<file path="src/rtl/pong_arena_wall.sv">
// pong_arena_wall: arena border renderer for the Pong VGA pipeline.
// Decides per pixel whether it lies on an enabled border side and emits the
// border colour one cycle later. Optional per-side hit flash counters are
// built only when the WALL_FLASH_EN macro is defined.
module pong_arena_wall #(
   parameter int          H_RES        = 640,
   parameter int          V_RES        = 480,
   parameter int          THICKNESS    = 10,
   parameter logic [3:0]  SIDES        = 4'b0111,
   parameter logic [11:0] WALL_COLOR   = 12'hFFF,
   parameter logic [11:0] FLASH_COLOR  = 12'hF00,
   parameter int          FLASH_FRAMES = 8
) (
   input  logic        clk,
   input  logic        rstn,
   input  logic [9:0]  pixel_x,
   input  logic [9:0]  pixel_y,
   input  logic        video_on,
   input  logic        frame_tick,
   input  logic [3:0]  hit,
   output logic        wall_on,
   output logic [11:0] wall_rgb,
   output logic [3:0]  flash_active
);

   // Thresholds pre-sized to the coordinate width so the compares stay 10-bit.
   localparam logic [9:0] L_THK   = 10'(THICKNESS);
   localparam logic [9:0] L_RIGHT = 10'(H_RES - THICKNESS);
   localparam logic [9:0] L_BOT   = 10'(V_RES - THICKNESS);

   logic [3:0]  w_cover;
   logic        w_on;
   logic [3:0]  w_flash;
   logic [11:0] w_rgb;
   logic        r_wall_on;
   logic [11:0] r_wall_rgb;

   // Side coverage; bit order matches SIDES (left, top, bottom, right).
   // Out-of-range coordinates go through the same compares on purpose.
   assign w_cover = {pixel_x >= L_RIGHT, pixel_y >= L_BOT,
                     pixel_y <  L_THK,   pixel_x <  L_THK}
                    & SIDES & {4{video_on}};
   assign w_on    = |w_cover;

`ifdef WALL_FLASH_EN
   localparam int CW = $clog2(FLASH_FRAMES + 1);

   logic [3:0][CW-1:0] r_cnt;

   for (genvar i = 0; i < 4; i++) begin : g_side
      // Flash counter: a hit (re)loads and wins over a same-cycle frame tick;
      // otherwise each frame tick counts down, saturating at zero.
      always_ff @(posedge clk or negedge rstn) begin
         if (!rstn)
            r_cnt[i] <= '0;
         else if (hit[i] && SIDES[i])
            r_cnt[i] <= CW'(FLASH_FRAMES);
         else if (frame_tick && (r_cnt[i] != '0))
            r_cnt[i] <= r_cnt[i] - CW'(1);
      end
      assign w_flash[i] = (r_cnt[i] != '0);
   end

   assign flash_active = w_flash;
`else
   logic w_unused;

   // Without the flash feature the hit/frame inputs have no effect.
   assign w_unused     = ^{hit, frame_tick, 8'(FLASH_FRAMES)};
   assign w_flash      = 4'b0000;
   assign flash_active = 4'b0000;
`endif

   // Colour select: a flash on any covering side owns the whole pixel,
   // which is what makes a corner light up when either wall is struck.
   always_comb begin
      w_rgb = 12'h000;
      if (|(w_cover & w_flash))
         w_rgb = FLASH_COLOR;
      else if (w_on)
         w_rgb = WALL_COLOR;
   end

   // Output register: one-cycle latency to line up with delayed syncs.
   always_ff @(posedge clk or negedge rstn) begin
      if (!rstn) begin
         r_wall_on  <= 1'b0;
         r_wall_rgb <= 12'h000;
      end else begin
         r_wall_on  <= w_on;
         r_wall_rgb <= w_rgb;
      end
   end

   assign wall_on  = r_wall_on;
   assign wall_rgb = r_wall_rgb;

endmodule

</file>
<file path="config.mk">
export PLATFORM = sky130hd
export DESIGN_NAME = pong_arena_wall
export DESIGN_NICKNAME = d
export VERILOG_FILES = /design/src/rtl/pong_arena_wall.sv
export SDC_FILE = /design/constraint.sdc
export NUM_CORES = 1
export LEC_CHECK = 0
export ABC_AREA = 0
export CORE_AREA = 2 2 39 41
export DETAILED_ROUTE_END_ITERATION = 8
export DIE_AREA = 0 0 41 43
export PLACE_DENSITY = 0.73
export SLEW_MARGIN = 10
export SYNTH_ARGS = -nofsm -noshare
export SYNTH_HDL_FRONTEND = slang
export SYNTH_SLANG_ARGS = --single-unit
</file>
<file path="constraint.sdc">
create_clock -name clk -period 0.9 [get_ports clk]
set_clock_uncertainty 0.05 [all_clocks]
set_input_delay 0.18 -clock clk [delete_from_list [all_inputs] [get_ports clk]]
set_output_delay 0.18 -clock clk [all_outputs]
set_load 0.05 [all_outputs]
</file>
==> flow_summary.ini, run 1 <==
[run_status]
status = complete, but fails checks
violations = negative setup slack

[synthesis]
yosys.cell_types.count = 12
synth-seq-area-share = 0.1099
synth_top_area_frac = 0.5275
postSynthAreaPerCell_um2 = 7.116
synth_common_cells = buf_4 (16), nand3_1 (3), a31oi_1 (2), nor2_1 (2), o21ai_0 (2)
synth_edf_count = 0
syn-cell-area_um2 = 227.7
synthTopCellsByArea = buf_4 (53%), dfrtp_1 (11%), nand3_1 (6.6%)
async_reset_ff_frac = 1.000
ys_seq_elements = 1
synth_most_common_cell = buf_4
yosysWarnings = 0
synth_top_flop_cell = dfrtp_1
synth_top_cell_by_area = buf_4
synthCells = 32

[critical_path]
crit_type = flip-flop to output port
required_ns = 0.67
path_max_fanout = 7
crit_path_start = wall_rgb[10]
arrival_ns = 0.79
start_kind = flip-flop
cp-end-kind = output port

[cts]
path_clk_slew_ns = 0

[drt]
drtIter0Drc = 0
route.detailed.drc = 0
vias_per_cell = 4.043
dr.pass1.iters = 1
num_vias = 283
wl_um = 570
wl_per_cell_um = 8.143
postRouteAntennaNets = 0

[die]
die_w_um = 41
dieArea_um2 = 1763
rows = 14
pin_count = 45
coreArea_um2 = 1384
die_height_um = 43
start_util = 0.1646

[grt]
grt_max_degree = 8
grt_pass1_vias = 293
antenna_found_initial = 0
grt_pass1_wl_um = 993
grtUsageTotal = 0.07207
gr-total-overflow = 0

[timing]
finalCritPeriodShare = 1.133
finalMaxSlewViolations = 0
setup_ws_ns = -0.1194
clock.fmax_mhz = 981.0
finalHoldViolCount = 0
min_period_ns = 1.019
setup_viol = 14
hold_slack_ns = 0.2803
rsz0062_at_grt = yes

[placed_design]
gp_congestion = 0.5552
io_buffers = 33
preCtsSetupSlack_ns = -0.3520

[run]
maxCapViolCount = 0

[layout]
nets = 84
largest_reg_flops = 1
syn_to_final_growth_pct = 176.4
antenna_cells = 0
final_layout_size_suffix_gt1_frac = 0.3704

[power_and_ir_drop]
power_uw = 519.4
power.leakage_nw = 0.2791
power_density_nw_per_um2 = 825.3
ir_worst_vdd_uv = 347.9

[hold_path]
hold_path.class = input port to asynchronous set/reset pin
[cell type report]
| cell class | count | area, µm² |
|---|---|---|
| Sequential cell | 1 | 28.78 |
| Fill cell | 130 | 754.5 |
| Tap cell | 16 | 20.02 |
| Inverter | 1 | 3.754 |
| Timing Repair Buffer | 35 | 481.7 |
| Multi-Input combinational cell | 17 | 95.09 |
[through the flow]
stage          cells  instance area [µm²]  utilization  setup TNS, ns
2_1_floorplan     35                242.7            -         -1.561
3_3_place_gp      70                643.1       0.4647         -1.846
3_5_place_dp      70                643.1       0.4647         -1.882
4_1_cts           70                624.3       0.4512         -1.593
5_1_grt           70                629.4       0.4548         -1.793
6_report          70                629.4       0.4548         -1.572
[cell usage in the layout, fill, tap and decap left out, types with 2 or more instances in the layout]
cell             synthesis  layout
clkdlybuf4s15_1          0       4
conb_1                   1       4
nand3_1                  3       3
a31oi_1                  2       2
nor2_1                   2       2
buf_12                   0      15
dlygate4sd2_1            0      12
clkdlybuf4s50_1          0       2
o21ai_1                  0       2
[path summary, 6_finish.rpt]
kind | endpoint | slack, ns | cells after the start
worst max-delay path | wall_rgb[0] | -0.12 | 2
worst min-delay path | wall_rgb[10] | 0.28 | 1
max in group asynchronous | wall_rgb[10] | 0.41 | 1
min in group clk | wall_rgb[10] | 0.48 | 4
[cell families (layout without fill, tap and decap cells)]
family | Yosys count | after routing | share of synthesized area
buffers and inverters | 17 | 36 | 0.5440
and+or+nand+nor | 7 | 7 | 0.1758
AOI/OAI and AO/OA | 6 | 6 | 0.1538
other | 1 | 4 | 0.01647
DFF | 1 | 1 | 0.1099
[routing by layer]
layer	GRT usage	vias to the layer above	part of all wire
li1	-	132	-
met1	0.06051	118	0.28
met2	0.1531	33	0.51
met3	0.02094	0	0.20
met4	0	0	0
met5	0	-	0
[where the power goes]
group	switching [mW]	internal, mW	total (mW)
Clock	0	0	0
Sequential	0.00450	0.0507	0.0552
Combinational	0.241	0.223	0.464
[critical path, cell delays in order (launching register included)]
cell	delay, ns
dfrtp_4	0.48
buf_12	0.16
buf_12	0.14
[what timing repair did]
item / in CTS / in global routing
hold buffers: 0 / 0
buffers inserted: 0 / 0
endpoints found under the setup margin: 14 / 14
pin swaps: 9 / 0
resized for setup: 29 / 1
No activity file was read; power rests on OpenSTA's default activity.
==> inputs of run 2 (changes only) <==
--- a/config.mk
+++ b/config.mk
@@ -10,6 +10,7 @@
 export DETAILED_ROUTE_END_ITERATION = 8
 export DIE_AREA = 0 0 41 43
 export PLACE_DENSITY = 0.73
+export RECOVER_POWER = 25
 export SLEW_MARGIN = 10
 export SYNTH_ARGS = -nofsm -noshare
 export SYNTH_HDL_FRONTEND = slang
==> run 2 against run 1 <==
  * Die area unchanged
  * Maximum frequency unchanged
  * Cell count unchanged
  * Via count unchanged
  * Cell area unchanged
  * Critical endpoint unchanged
  * Critical path type unchanged
  * Global-route usage unchanged
  * Largest cell class unchanged
  * Combinational power about the same
  * The flow still finishes with violations (negative setup slack)
==> flow_summary.ini, run 2 (same netlist as run 1, synthesis figures left out) <==
[drt]
num_vias = 283
drtIter0Drc = 0
vias_per_cell = 4.043
postRouteAntennaNets = 0
route.detailed.drc = 0
wl_per_cell_um = 8.129
dr.pass1.iters = 1
wl_um = 569

[die]
die_w_um = 41
dieArea_um2 = 1763
rows = 14
coreArea_um2 = 1384
pin_count = 45
die_height_um = 43
start_util = 0.1646

[grt]
grt_pass1_vias = 293
antenna_found_initial = 0
grt_pass1_wl_um = 993
grtUsageTotal = 0.07207
grt_max_degree = 8
gr-total-overflow = 0

[layout]
syn_to_final_growth_pct = 176.4
largest_reg_flops = 1
mostFrequentLayoutCells = buf_12 (15), dlygate4sd2_1 (12), conb_1 (4), clkdlybuf4s15_1 (4), nand3_1 (3)
nets = 84
nFillCells = 130
final_layout_size_suffix_gt1_frac = 0.3704
antenna_cells = 0
final_common_cell = buf_12
final_area_um2 = 629.4

[power_and_ir_drop]
seqPwrFrac = 0.106
swShare = 0.4741
power_density_nw_per_um2 = 824.0
p_comb_frac = 0.894
internal-power_uw = 272.7
power.leakage_nw = 0.2793
power_uw = 518.6
power.switching_uw = 245.9
ir_worst_vdd_uv = 347.9
p_clk_frac = 0

[run_status]
violations = negative setup slack
status = complete, but fails checks

[cts]
cts_setup_buffers = 0
path_clk_slew_ns = 0
ctsHoldBuffers = 0

[timing]
finalMaxSlewViolations = 0
finalCritPeriodShare = 1.133
finalHoldViolCount = 0
setup_viol = 14
setup_ws_ns = -0.1194
hold_slack_ns = 0.3475
rsz0062_at_grt = yes
min_period_ns = 1.019
clock.fmax_mhz = 981.0

[run]
maxCapViolCount = 0

[critical_path]
required_ns = 0.67
start_kind = flip-flop
path_max_fanout = 7
crit_path_start = wall_rgb[10]
cp-end-kind = output port
arrival_ns = 0.79
crit_type = flip-flop to output port

[placed_design]
gp_congestion = 0.5552
io_buffers = 33
place_area_um2 = 643.1

[hold_path]
hold_path.class = input port to asynchronous set/reset pin
==> run 2: worst max path at each step <==
stage | to | slack, ns | cells after the start
after floorplan | wall_rgb[0] | -0.13 | 1
after global placement | wall_rgb[10] | -0.34 | 4
after detailed placement | wall_rgb[10] | -0.35 | 4
after CTS | wall_rgb[8] | -0.12 | 2
after global routing | wall_rgb[0] | -0.13 | 2
final | wall_rgb[0] | -0.12 | 2
==> run 2: cell type report <==
| cell class | count | area, µm² | share of cell area |
|---|---|---|---|
| timing repair buffer | 35 | 481.7 | 0.7654 |
| tap | 16 | 20.02 | 0.03181 |
| sequential | 1 | 28.78 | 0.04573 |
| multi-input combinational | 17 | 95.09 | 0.1511 |
| inverter | 1 | 3.754 | 0.005964 |
==> run 2: routing by layer <==
layer,global-route usage,share of wire,vias up
met5,0,0,-
met4,0,0,0
met3,0.02094,0.20,0
met2,0.1531,0.51,33
met1,0.06051,0.28,118
li1,-,-,132
==> run 2: critical path, cell delays in order (launching register included) <==
cell     delay, ns
dfrtp_4       0.48
buf_12        0.16
buf_12        0.14
==> run 2: what timing repair did <==
| action | in CTS | in global routing |
|---|---|---|
| gates resized for setup | 29 | 1 |
| endpoints found under the setup margin | 14 | 14 |
| pin swaps | 9 | 0 |
| hold endpoints to repair | 0 | 0 |
==> run 2: power groups by stage <==
stage	Combinational, mW	Clock (mW)	Sequential (mW)
4_1_cts	0.466	0	0.0553
3_5_place_dp	0.491	0	0.0553
6_report	0.463	0	0.0552
5_1_grt	0.484	0	0.0561
2_1_floorplan	0.242	0	0.0687
3_3_place_gp	0.488	0	0.0552
==> run 2: stage by stage <==
| stage | TNS [ns] | std cells | utilization | setup slack, ns |
|---|---|---|---|---|
| after detailed placement | -1.882 | 70 | 0.4647 | -0.3520 |
| after global routing | -1.793 | 70 | 0.4548 | -0.1328 |
| after global placement | -1.846 | 70 | 0.4647 | -0.3389 |
| after floorplan | -1.561 | 35 | - | -0.1301 |
| after CTS | -1.593 | 70 | 0.4512 | -0.1209 |
| final | -1.572 | 70 | 0.4548 | -0.1194 |
